--- config.mk ---
export PLATFORM = sky130hd
export DESIGN_NAME = service_counter_bank_flat
export DESIGN_NICKNAME = d
export VERILOG_FILES = /design/src/rtl/service_counter_bank_pkg.sv /design/src/rtl/service_counter_bank_if.sv /design/src/rtl/service_counter_bank_window.sv /design/src/rtl/service_counter_bank.sv /design/src/flat_wrapper.sv
export SDC_FILE = /design/constraint.sdc
export NUM_CORES = 1
export LEC_CHECK = 0
export CORE_MARGIN = 2
export CORE_UTILIZATION = 47
export CTS_CLUSTER_DIAMETER = 50
export CTS_CLUSTER_SIZE = 25
export DETAILED_ROUTE_END_ITERATION = 10
export MAX_ROUTING_LAYER = met4
export PLACE_DENSITY = 0.79
export SYNTH_ARGS = -nofsm -noshare
export SYNTH_HDL_FRONTEND = slang
export SYNTH_SLANG_ARGS = --single-unit
--- constraint.sdc ---
create_clock -name clk -period 1.7 [get_ports clk]
set_input_delay 0.34 -clock clk [delete_from_list [all_inputs] [get_ports clk]]
set_output_delay 0.34 -clock clk [all_outputs]
set_load 0.02 [all_outputs]
--- src/rtl/service_counter_bank_pkg.sv ---
`default_nettype none
// +--------------------------------------------------------------------------+
// | service_pkg : shared window state encoding and field widths              |
// | Rev 1.0                                                                  |
// +--------------------------------------------------------------------------+
package service_pkg;
    localparam int NUM_W       = 4;
    localparam int TIME_W      = 4;
    localparam int NUM_WINDOWS = 3;

    typedef enum logic [1:0] {
        IDLE  = 2'd0,
        SERVE = 2'd1,
        DONE  = 2'd2
    } win_state_t;
endpackage
`default_nettype wire

--- src/rtl/service_counter_bank_if.sv ---
`default_nettype none
// +--------------------------------------------------------------------------+
// | service_counter_bank_if : dispatcher load bus and window status returns  |
// | Rev 1.0                                                                  |
// +--------------------------------------------------------------------------+
interface service_counter_bank_if #(
    parameter int SERVED_W = 8
);
    import service_pkg::*;

    logic                   ld1, ld2, ld3;
    logic [NUM_W-1:0]       dn1, dn2, dn3;
    logic [TIME_W-1:0]      dt1, dt2, dt3;
    logic [NUM_WINDOWS-1:0] busy;
    logic [NUM_W-1:0]       num1, num2, num3;
    logic [TIME_W-1:0]      rem1, rem2, rem3;
    logic [NUM_WINDOWS-1:0] done;
    logic [SERVED_W-1:0]    served1, served2, served3;
    logic [NUM_WINDOWS-1:0] ovr;
    logic                   tick;

    modport master (
        output ld1, ld2, ld3, dn1, dn2, dn3, dt1, dt2, dt3,
        input  busy, num1, num2, num3, rem1, rem2, rem3, done,
               served1, served2, served3, ovr, tick
    );

    modport slave (
        input  ld1, ld2, ld3, dn1, dn2, dn3, dt1, dt2, dt3,
        output busy, num1, num2, num3, rem1, rem2, rem3, done,
               served1, served2, served3, ovr, tick
    );
endinterface
`default_nettype wire

--- src/rtl/service_counter_bank_window.sv ---
`default_nettype none
// +--------------------------------------------------------------------------+
// | service_window : one service counter (IDLE/SERVE/DONE) with statistics   |
// | Rev 1.0                                                                  |
// +--------------------------------------------------------------------------+
module service_window
    import service_pkg::*;
#(
    parameter int SERVED_W = 8
) (
    input  wire logic                clk,
    input  wire logic                rst,
    input  wire logic                tick,
    input  wire logic                ld,
    input  wire logic [NUM_W-1:0]    dn,
    input  wire logic [TIME_W-1:0]   dt,
    output logic                     busy,
    output logic                     done,
    output logic                     ovr,
    output logic [NUM_W-1:0]         num,
    output logic [TIME_W-1:0]        rem,
    output logic [SERVED_W-1:0]      served
);
    win_state_t          r_state,  w_state_nxt;
    logic [NUM_W-1:0]    r_num,    w_num_nxt;
    logic [TIME_W-1:0]   r_rem,    w_rem_nxt;
    logic [SERVED_W-1:0] r_served, w_served_nxt;
    logic                r_ovr,    w_ovr_nxt;

    always_ff @(posedge clk) begin
        if (rst) begin
            r_state  <= IDLE;
            r_num    <= '0;
            r_rem    <= '0;
            r_served <= '0;
            r_ovr    <= 1'b0;
        end else begin
            r_state  <= w_state_nxt;
            r_num    <= w_num_nxt;
            r_rem    <= w_rem_nxt;
            r_served <= w_served_nxt;
            r_ovr    <= w_ovr_nxt;
        end
    end

    // A load only takes effect from IDLE, so a coincident tick never touches the new rem.
    always_comb begin
        w_state_nxt  = r_state;
        w_num_nxt    = r_num;
        w_rem_nxt    = r_rem;
        w_served_nxt = r_served;
        w_ovr_nxt    = r_ovr;
        case (r_state)
            IDLE: begin
                if (ld) begin
                    w_num_nxt   = dn;
                    w_rem_nxt   = dt;
                    w_state_nxt = (dt == '0) ? DONE : SERVE;
                end
            end
            SERVE: begin
                if (ld) w_ovr_nxt = 1'b1;
                if (tick) begin
                    if (r_rem == TIME_W'(1)) begin
                        w_rem_nxt   = '0;
                        w_state_nxt = DONE;
                    end else begin
                        w_rem_nxt   = r_rem - TIME_W'(1);
                    end
                end
            end
            DONE: begin
                if (ld) w_ovr_nxt = 1'b1;
                if (~&r_served) w_served_nxt = r_served + SERVED_W'(1);
                w_state_nxt = IDLE;
            end
            default: w_state_nxt = IDLE;
        endcase
    end

    // The ld term closes the window the dispatcher would otherwise see on its capture edge.
    assign busy   = (r_state != IDLE) | ld;
    assign done   = (r_state == DONE);
    assign ovr    = r_ovr;
    assign num    = r_num;
    assign rem    = r_rem;
    assign served = r_served;
endmodule
`default_nettype wire

--- src/rtl/service_counter_bank.sv ---
`default_nettype none
// +--------------------------------------------------------------------------+
// | service_counter_bank : tick prescaler plus three service windows         |
// | Rev 1.0                                                                  |
// +--------------------------------------------------------------------------+
module service_counter_bank
    import service_pkg::*;
#(
    parameter int TICK_DIV = 10,
    parameter int SERVED_W = 8
) (
    input  wire logic             clk,
    input  wire logic             rst,
    service_counter_bank_if.slave bus
);
    localparam int c_CNT_W = 24;

    logic [c_CNT_W-1:0] r_cnt;
    logic               w_tick;

    assign w_tick = (r_cnt == c_CNT_W'(TICK_DIV - 1));

    always_ff @(posedge clk) begin
        if (rst || w_tick) r_cnt <= '0;
        else               r_cnt <= r_cnt + c_CNT_W'(1);
    end

    assign bus.tick = w_tick;

    service_window #(.SERVED_W(SERVED_W)) u_win1 (
        .clk(clk), .rst(rst), .tick(w_tick),
        .ld(bus.ld1), .dn(bus.dn1), .dt(bus.dt1),
        .busy(bus.busy[0]), .done(bus.done[0]), .ovr(bus.ovr[0]),
        .num(bus.num1), .rem(bus.rem1), .served(bus.served1)
    );

    service_window #(.SERVED_W(SERVED_W)) u_win2 (
        .clk(clk), .rst(rst), .tick(w_tick),
        .ld(bus.ld2), .dn(bus.dn2), .dt(bus.dt2),
        .busy(bus.busy[1]), .done(bus.done[1]), .ovr(bus.ovr[1]),
        .num(bus.num2), .rem(bus.rem2), .served(bus.served2)
    );

    service_window #(.SERVED_W(SERVED_W)) u_win3 (
        .clk(clk), .rst(rst), .tick(w_tick),
        .ld(bus.ld3), .dn(bus.dn3), .dt(bus.dt3),
        .busy(bus.busy[2]), .done(bus.done[2]), .ovr(bus.ovr[2]),
        .num(bus.num3), .rem(bus.rem3), .served(bus.served3)
    );
endmodule
`default_nettype wire

--- src/flat_wrapper.sv ---
// flat-port wrapper written by rule: the top's interface ports become plain ports
module service_counter_bank_flat import service_pkg::*;
#(
    parameter int TICK_DIV = 10,
    parameter int SERVED_W = 8
)
  (clk, rst, bus_ld1, bus_ld2, bus_ld3, bus_dn1, bus_dn2, bus_dn3, bus_dt1, bus_dt2, bus_dt3, bus_busy, bus_num1, bus_num2, bus_num3, bus_rem1, bus_rem2, bus_rem3, bus_done, bus_served1, bus_served2, bus_served3, bus_ovr, bus_tick);
  service_counter_bank_if #(.SERVED_W(SERVED_W)) bus_i ();
  input  wire logic clk;
  input  wire logic rst;
  input wire logic [$bits(bus_i.ld1)-1:0] bus_ld1;
  input wire logic [$bits(bus_i.ld2)-1:0] bus_ld2;
  input wire logic [$bits(bus_i.ld3)-1:0] bus_ld3;
  input wire logic [$bits(bus_i.dn1)-1:0] bus_dn1;
  input wire logic [$bits(bus_i.dn2)-1:0] bus_dn2;
  input wire logic [$bits(bus_i.dn3)-1:0] bus_dn3;
  input wire logic [$bits(bus_i.dt1)-1:0] bus_dt1;
  input wire logic [$bits(bus_i.dt2)-1:0] bus_dt2;
  input wire logic [$bits(bus_i.dt3)-1:0] bus_dt3;
  output wire logic [$bits(bus_i.busy)-1:0] bus_busy;
  output wire logic [$bits(bus_i.num1)-1:0] bus_num1;
  output wire logic [$bits(bus_i.num2)-1:0] bus_num2;
  output wire logic [$bits(bus_i.num3)-1:0] bus_num3;
  output wire logic [$bits(bus_i.rem1)-1:0] bus_rem1;
  output wire logic [$bits(bus_i.rem2)-1:0] bus_rem2;
  output wire logic [$bits(bus_i.rem3)-1:0] bus_rem3;
  output wire logic [$bits(bus_i.done)-1:0] bus_done;
  output wire logic [$bits(bus_i.served1)-1:0] bus_served1;
  output wire logic [$bits(bus_i.served2)-1:0] bus_served2;
  output wire logic [$bits(bus_i.served3)-1:0] bus_served3;
  output wire logic [$bits(bus_i.ovr)-1:0] bus_ovr;
  output wire logic [$bits(bus_i.tick)-1:0] bus_tick;
  assign bus_i.ld1 = bus_ld1;
  assign bus_i.ld2 = bus_ld2;
  assign bus_i.ld3 = bus_ld3;
  assign bus_i.dn1 = bus_dn1;
  assign bus_i.dn2 = bus_dn2;
  assign bus_i.dn3 = bus_dn3;
  assign bus_i.dt1 = bus_dt1;
  assign bus_i.dt2 = bus_dt2;
  assign bus_i.dt3 = bus_dt3;
  assign bus_busy = bus_i.busy;
  assign bus_num1 = bus_i.num1;
  assign bus_num2 = bus_i.num2;
  assign bus_num3 = bus_i.num3;
  assign bus_rem1 = bus_i.rem1;
  assign bus_rem2 = bus_i.rem2;
  assign bus_rem3 = bus_i.rem3;
  assign bus_done = bus_i.done;
  assign bus_served1 = bus_i.served1;
  assign bus_served2 = bus_i.served2;
  assign bus_served3 = bus_i.served3;
  assign bus_ovr = bus_i.ovr;
  assign bus_tick = bus_i.tick;
  service_counter_bank #(.TICK_DIV(TICK_DIV), .SERVED_W(SERVED_W)) u_core (.clk(clk), .rst(rst), .bus(bus_i));
endmodule
* Word-level counts from Yosys, hierarchy flattened
Cells that the tools add are included.
** Operators by class
- $add $sub $neg :: 7
- Eq/ne operators :: 19
- Multiplexer cells :: 27
- Bitwise logic cells :: 6
- Reductions and logical operators :: 34
** Operators by type and width (number)
- 4-bit two-way mux :: 9
- 24-bit by 1-bit adder with 24-bit output, second input constant :: 1
- 8-bit by 1-bit adder with 8-bit output, second input constant :: 3
- 24-bit by 4-bit equality test with 1-bit output, second input constant :: 1
- 2-bit two-way mux :: 12
- 4-bit case mux with 2 select lines :: 3
- 8-bit AND reduction :: 3
- 2-bit AND reduction :: 9
- 3-bit AND reduction :: 6
- 4-bit by 1-bit equality test with 1-bit output, second input constant :: 3
- 4-bit zero test :: 3
- 2-bit != test, second input constant :: 6
- 2-bit case mux with 2 select lines :: 3
- 2-bit nonzero test :: 6
- 4-bit by 1-bit subtractor with 4-bit output, second input constant :: 3
- 2-bit by 1-bit equality test with 1-bit output, second input constant :: 3
- 2-bit equality test, second input constant :: 3
- 2-bit zero test :: 3
- 2-bit by 1-bit != test with 1-bit output, second input constant :: 3
- 2-bit OR reduction :: 3
- 1-bit inverter :: 3
- 1-bit bitwise OR :: 3
- 1-bit logical OR :: 1
** Word-level totals
- Bits in registers :: 81
- Input port bits :: 29
- Output and inout bits :: 58

* Depth between registers and ports, before layout
Gate-level depths: netlist of run 1.
- Depth after elaboration :: 4
- Mapped depth :: 8

* Hierarchy
Synthesis of run 1 repeated with hierarchy kept, for this count alone.
** Second synthesis, totals
- Cells, all modules :: 491
- Area, all modules :: 4199.0 um^2
** Modules (own cells, without submodules)
- service_counter_bank :: times used 1, cells each 134, area each 1148.6 um^2
- service_window (u_core.u_win2) :: times used 1, cells each 119, area each 1018.5 um^2
- service_window (u_core.u_win3) :: times used 1, cells each 120, area each 1018.5 um^2
- service_window (u_core.u_win1) :: times used 1, cells each 118, area each 1013.5 um^2

* Worst setup path after synthesis of run 1
OpenSTA, ideal clock, no wires.
- Kind :: reg-to-reg
- Start :: reg u_core.r_cnt[10]
- End :: reg u_core.u_win1.r_rem[1] (netlist: u_core.u_win1.rem[1])
- Library setup time :: 0.123 ns
- Arrival :: 1.569 ns
- Setup slack :: 0.007 ns
- Cell stages (with the launch flop) :: 5
- Buffers on the path :: 0
- Cells stage by stage :: dfxtp_1 -> or4_4 -> nor2_8 -> a41oi_4 -> mux2_1
** Between the ends
- Word-level cells in the longest chain between the ends :: 3
** RTL lines
- start: declaration :: line service_counter_bank.sv:18 : logic [c_CNT_W-1:0] r_cnt;
- start signal: assignment :: line service_counter_bank.sv:25 : else r_cnt <= r_cnt + c_CNT_W'(1);
- 24-bit by 4-bit equality test with 1-bit output :: line service_counter_bank.sv:21 : assign w_tick = (r_cnt == c_CNT_W'(TICK_DIV - 1));
- 2-bit by 1-bit != test with 1-bit output (no source line)
- 3-bit AND reduction (no source line)
- end signal: assignment :: line service_counter_bank_window.sv:40 : r_rem <= w_rem_nxt;
- end: declaration :: line service_counter_bank_window.sv:26 : logic [TIME_W-1:0] r_rem, w_rem_nxt;
No other way between the ends.
A chain may end at the register's enable or synchronous reset.

* Worst setup path in the final report of run 1
- Start :: reg u_core.r_cnt[1]
- End :: out bus_tick
** Between the ends
- Word-level cells in the longest chain between the ends :: 1
** RTL lines
- 24-bit by 4-bit equality test with 1-bit output :: line service_counter_bank.sv:21
- end: declaration :: line flat_wrapper.sv:32 : output wire logic [$bits(bus_i.tick)-1:0] bus_tick;
No other way between the ends.

==> impl_metrics.csv, run 1 <==
group,metric,value,unit
timing,worstMarginPinSlew,0.623,ns
grt,grt_start_max_net_pins,29,
timing,max_slew_margin,58.4,%
routing,routed-via-count,4228,
critical_path,worstSetupPathType,"register to output pin",
outcome,outcome,"finished, violations left",
placed_design,globalplace.congestion,0.849,
timing,period_minus_slack,1.96,ns
clock_network,holdBufCountCts,0,
routing,ant_nets,0,
floorplanning,chipWidth,99.8,µm
synth,synth_top_family_by_area,"simple AND/OR/NAND/NOR gates",
clock_network,cts.root.buffer_cell,"clkbuf_8",
synth,synth-edff-count,0,
timing,final-max-slew-violation-count,0,
synth,yosysTopAreaCell,"dfxtp_1",
floorplanning,rows,34,
synth,syn_inst,498,
placed_design,port_buffers,86,
layout,nFillCells,661,
timing,layout_setup_ws,-0.259,ns
critical_path,r2r-start,"u_core.r_cnt[12]",
critical_path,max_stage_delay,0.33,ns
floorplanning,design.die.area,9960,µm²
routing,firstDrtPassIters,4,
synth,async_flop_share,0,%
job,drv_cap,0,
synth,ys_seq_area_share,37.6,%
clock_network,cts.sinks,81,
floorplanning,start_util,49.0,%
synth,synth_top_area_share,37.6,%
clock_network,clkLatencyLatePin,0.35,ns
floorplanning,core,8810,µm²
pwr,p_leak,0.00277,µW
grt,overflow,0,
critical_path,critical_path.slowest_cell,"dfxtp_2",
clock_network,clk_path_buf_depth,2,
synth,synth.area.top_cells,"dfxtp_1, ha_1, mux2i_1",
pwr,ir_drop,0.967,mV
pwr,totalPowerFinal,7050,µW
clock_network,htreeDepth,3,
routing,vias_per_cell,5.59,
clock_network,cts_tree,"built",
synth,synth_xor_area_share,4.47,%
pwr,powerDensity,1140,nW/µm²
critical_path,critPathArrivalTime,1.62,ns
worst_hold_path,min_from,"u_core.u_win2.num[1]",
grt,grtUsageTotal,23.1,%
layout,final_util,70.5,%
critical_path,crit_start,"u_core.r_cnt[1]",
placed_design,place_ws,-0.410,ns
synth,synth.distinct_cells,48,
critical_path,crit_chain,"inv_2, ha_4, nor4b_4, and4_1, and2_4, buf_6",
grt,first_global_vias,3959,
critical_path,worst-path-buf-inv,2,
critical_path,crit_family,"simple AND/OR/NAND/NOR gates",
floorplanning,die_h,99.8,µm
timing,finalSetupViolCount,43,
routing,wl,11.9,mm
layout,multi_input_area,2620,µm²
timing,post-route-period-util,115,%
routing,dr.first_iter.drc_count,169,
layout,final_common_cell,"dfxtp_1",
clock_network,clk_pin_slew,0.09,ns
timing,rsz0062_at_grt,"yes",
routing,drcViolationCount,0,
synth,ys.warnings.count,0,
layout,fin_area,6210,µm²
layout,diodes,0,
critical_path,end_kind,"output pin",
grt,antenna_found_initial,0,
synth,synth-compound-area-share,13.5,%
synth,synth_ff_type,"dfxtp_1",
timing,hold_viol_final,0,
layout,seq_area,1630,µm²
critical_path,worstSetupStartpointType,"register",
timing,final.setup_skew,0.00723,ns
clock_network,cts_buffers,9,
synth,synthAdderAreaFrac,5.80,%
routing,wl_per_cell,15.8,µm
synth,synth_area,4310,µm²
timing,fmax,511,MHz
worst_hold_path,worstHoldPathType,"register to register",
synth,yosys.area_share.simple,26.9,%
layout,area_delta_synth_final,43.9,%
layout,final_cell_mix,"dfxtp_1, buf_4, nor2_1",
timing,setup_tns,-2.70,ns
placed_design,hpwl,8.28,mm
layout,layout.nets,693,
floorplanning,ios,87,
synth,synth_seq_cells,81,
synth,syn_avg_cell_area,8.66,µm²
synth,synth_nets,547,
outcome,failed_checks,"negative setup slack",
grt,grt_pass1_wl,18.2,mm
placed_design,post_dp_cell_area,5720,µm²
synth,synthMuxAreaShare,5.86,%
critical_path,cp.required,1.36,ns
critical_path,cp_max_fo,2,
layout,drive_gt1_share,22.7,%
## where the power goes
part           total (µW)  leakage, µW  internal [µW]  switching, µW
sequential           2410     0.000663           2170            248
clock                1450     0.000102            695            751
combinational        3190      0.00200           1510           1680
total                7050      0.00277           4370           2680
## synth_stat cells (5+ instances only)
library cell  number
a21oi_1           35
and3_1             8
and4_1             6
buf_2              5
buf_4             10
clkbuf_1          15
dfxtp_1           81
ha_1              20
inv_1             22
mux2i_1           23
nand2_1           33
nand2b_1          22
nand3_1           26
nand3b_1           6
nand4_1            7
nor2_1            50
nor2b_1            6
nor3_1             7
nor3b_1            7
o21ai_0           15
o31ai_1            7
or3_1             11
or4_1              8
xor2_1            18
## registers in the layout, indices dropped and copies added (netlist names), 8 cells and up
signal and cells:
u_core.u_win1.served 8, u_core.u_win3.served 8, u_core.r_cnt 24, u_core.u_win2.served 8
## metrics by stage
stage,std cells,hold slack (ns)
after CTS,750,0.459
after floorplan,498,0.429
after global placement,733,0.441
final,757,0.457
after global routing,757,0.482
after detailed placement,733,0.449
## worst paths after layout
check | to | slack, ns | depth (start not counted)
setup / recovery | bus_tick | -0.26 | 6
setup reg to reg | u_core.u_win2.rem[1] | -0.11 | 6
hold reg to reg | u_core.u_win2.num[1] | 0.46 | 2
hold / removal | u_core.u_win2.num[1] | 0.46 | 2
## worst reg2reg max path, cell delays in order, from the launching register on
cell,delay (ns)
dfxtp_1,0.32
or4_4,0.57
nor2_8,0.13
buf_4,0.12
buf_12,0.12
a41oi_4,0.13
mux2_4,0.32
## repair_timing
item / in CTS / in global routing
hold endpoints to repair: 0 / 0
setup endpoints to repair: 82 / 51
pin swaps: 5 / 14
buffers inserted: 2 / 4
cloned: 0 / 3
gates resized for setup: 64 / 52
## metal layers
metal | vias up | GRT usage, % | part of all wire, %
li1 | 2057 | - | -
met1 | 2035 | 29.6 | 44
met2 | 118 | 37.4 | 50
met3 | 18 | 4.25 | 5.0
met4 | 0 | 6.74 | 1.6
met5 | - | - | 0
## cells by family (layout without fill, tap and decap cells)
group	Yosys count	in the layout
XOR/XNOR	22	22
flip-flops	81	81
adder cells (fa/ha/maj)	20	20
AND/OR/NAND/NOR	211	211
multiplexers	25	25
buffers and inverters	54	205
AO/OA/AOI/OAI	85	85
## layout make-up
type | instances | share of cell area [%]
Multi-Input combinational cell | 363 | 42.2
Sequential cell | 81 | 26.3
Timing Repair Buffer | 167 | 24.8
Tap cell | 108 | 2.18
Clock buffer | 9 | 2.00
Inverter | 22 | 1.33
Clock inverter | 7 | 1.23
Note: power is estimated with default switching activity, not from simulation.
==> run 2, diff against run 1 <==
--- a/config.mk
+++ b/config.mk
@@ -5,7 +5,6 @@
 export SDC_FILE = /design/constraint.sdc
 export NUM_CORES = 1
 export LEC_CHECK = 0
-export CORE_MARGIN = 2
 export CORE_UTILIZATION = 47
 export CTS_CLUSTER_DIAMETER = 50
 export CTS_CLUSTER_SIZE = 25
==> run 2 against run 1 <==
  * The flow finishes with violations (design-rule violations, negative setup slack)
  * Highest routed layer unchanged
  * Routed wire length down 3.6%
  * Design area down 3.3%
  * Maximum frequency down 0.43%
  * Hold slack better by 0.0059 ns
  * Clock power up 19%
  * Non-clock buffer count down 12
  * Flip-flop and latch count unchanged
  * Via count down 1.8%
  * Sequential share of layout area up 0.81 points
  * Largest power group unchanged
  * Die area down 4.0%
  * Core utilization down 2.4 points
  * First-iteration DRC count up 31%
==> impl_metrics.csv, run 2 (synthesized netlist as in run 1, its figures left out) <==
group,metric,value,unit
outcome,outcome,"finished, violations left",
outcome,failed_checks,"design-rule violations, negative setup slack",
timing,rsz0062_at_grt,"yes",
floorplanning,core,8810,µm²
layout,final_cell_mix,"dfxtp_1, buf_4, nor2_1",
routing,vias_per_cell,5.58,
timing,fmax,508,MHz
critical_path,cp_max_fo,2,
grt,antenna_found_initial,0,
critical_path,worstSetupPathType,"register to output pin",
pwr,ir_drop,0.732,mV
critical_path,worstSetupStartpointType,"register",
floorplanning,die_h,97.8,µm
clock_network,clkLatencyLatePin,0.36,ns
layout,final_util,68.1,%
floorplanning,start_util,49.0,%
routing,firstDrtPassIters,9,
grt,grt_pass1_wl,19.0,mm
routing,wl,11.5,mm
layout,area_delta_synth_final,39.1,%
grt,overflow,0,
critical_path,end_kind,"output pin",
pwr,powerDensity,1200,nW/µm²
clock_network,cts.sinks,81,
layout,drive_gt1_share,19.5,%
layout,diodes,0,
timing,hold_viol_final,0,
placed_design,port_buffers,86,
timing,layout_setup_ws,-0.267,ns
timing,period_minus_slack,1.97,ns
layout,largest_reg_flops,24,
critical_path,cp.required,1.36,ns
timing,final.setup_skew,0.0132,ns
routing,routed-via-count,4152,
clock_network,clk_path_buf_depth,2,
routing,drcViolationCount,16,
layout,top_register,"u_core.r_cnt",
placed_design,globalplace.congestion,0.830,
timing,worstMarginPinSlew,0.470,ns
critical_path,critPathArrivalTime,1.63,ns
placed_design,hpwl,8.16,mm
grt,grt_start_max_net_pins,28,
critical_path,reg2regPathDepth,6,
timing,post-route-period-util,116,%
clock_network,clk_pin_slew,0.08,ns
routing,ant_nets,0,
timing,holdWs,0.463,ns
job,drv_cap,0,
worst_hold_path,worstHoldPathCells,2,
clock_network,cts.root.buffer_cell,"clkbuf_8",
timing,finalSetupViolCount,38,
timing,max_slew_margin,68.3,%
worst_hold_path,worstHoldPathType,"register to register",
grt,grtUsageTotal,25.1,%
grt,first_global_vias,4094,
layout,nFillCells,671,
routing,wl_per_cell,15.5,µm
floorplanning,chipWidth,97.8,µm
floorplanning,design.die.area,9570,µm²
layout,layout.nets,681,
pwr,p_leak,0.00270,µW
clock_network,htreeDepth,3,
floorplanning,rows,34,
timing,final-max-slew-violation-count,0,
clock_network,holdBufCountCts,0,
layout,final_common_cell,"dfxtp_1",
clock_network,cts_tree,"built",
clock_network,cts_buffers,9,
routing,dr.first_iter.drc_count,222,
floorplanning,ios,87,
timing,setup_tns,-1.04,ns
## run 2: path summary, 6_finish.rpt
check	start	to	slack, ns
setup / recovery	u_core.r_cnt[7]	bus_tick	-0.27
hold / removal	u_core.u_win2.num[2]	u_core.u_win2.num[2]	0.46
setup reg to reg	u_core.r_cnt[7]	u_core.u_win1.r_state[1]	-0.11
hold reg to reg	u_core.u_win2.num[2]	u_core.u_win2.num[2]	0.46
## run 2: final cells by class
type / count / area, µm² / area share, %
Clock inverter: 6 / 115 / 1.92
Inverter: 22 / 82.6 / 1.38
Multi-Input combinational cell: 363 / 2540 / 42.4
Tap cell: 108 / 135 / 2.25
Sequential cell: 81 / 1630 / 27.1
Clock buffer: 9 / 124 / 2.06
Timing Repair Buffer: 155 / 1370 / 22.9
## run 2: worst max-delay path, stage by stage, from the launching register on
cell     delay, ns
dfxtp_1       0.32
or4_4         0.57
nor2_8        0.13
and2_4        0.15
buf_6         0.12
## run 2: per-stage QoR
stage	instances	cell area (µm²)	power (µW)	worst slack (ns)
6_report	744	6000	7190	-0.267
5_1_grt	744	6000	7590	-0.306
4_1_cts	743	5900	7080	-0.261
3_5_place_dp	726	5650	5450	-0.453
3_3_place_gp	726	5650	5340	-0.356
2_1_floorplan	498	4310	4240	0.00714
## run 2: power by group
| group | internal (µW) | total (µW) | switching [µW] | leakage [µW] |
|---|---|---|---|---|
| Combinational | 1440 | 3070 | 1630 | 0.00192 |
| Sequential | 2170 | 2400 | 236 | 0.000661 |
| Clock | 978 | 1720 | 738 | 0.000116 |
## run 2: what timing repair did
item | in CTS | in global routing
setup buffers | 2 | 1
gates resized for setup | 71 | 33
pin swaps | 5 | 5
setup endpoints to repair | 83 | 59
## run 2: routing by layer
layer  track usage (%)  vias to the layer above  part of all wire (%)
met5                 -                        -                     0
met4              7.81                        0                   1.8
met3              5.37                       21                   5.2
met2              42.3                      124                    50
met1              30.0                     1991                    43
li1                  -                     2016                     -
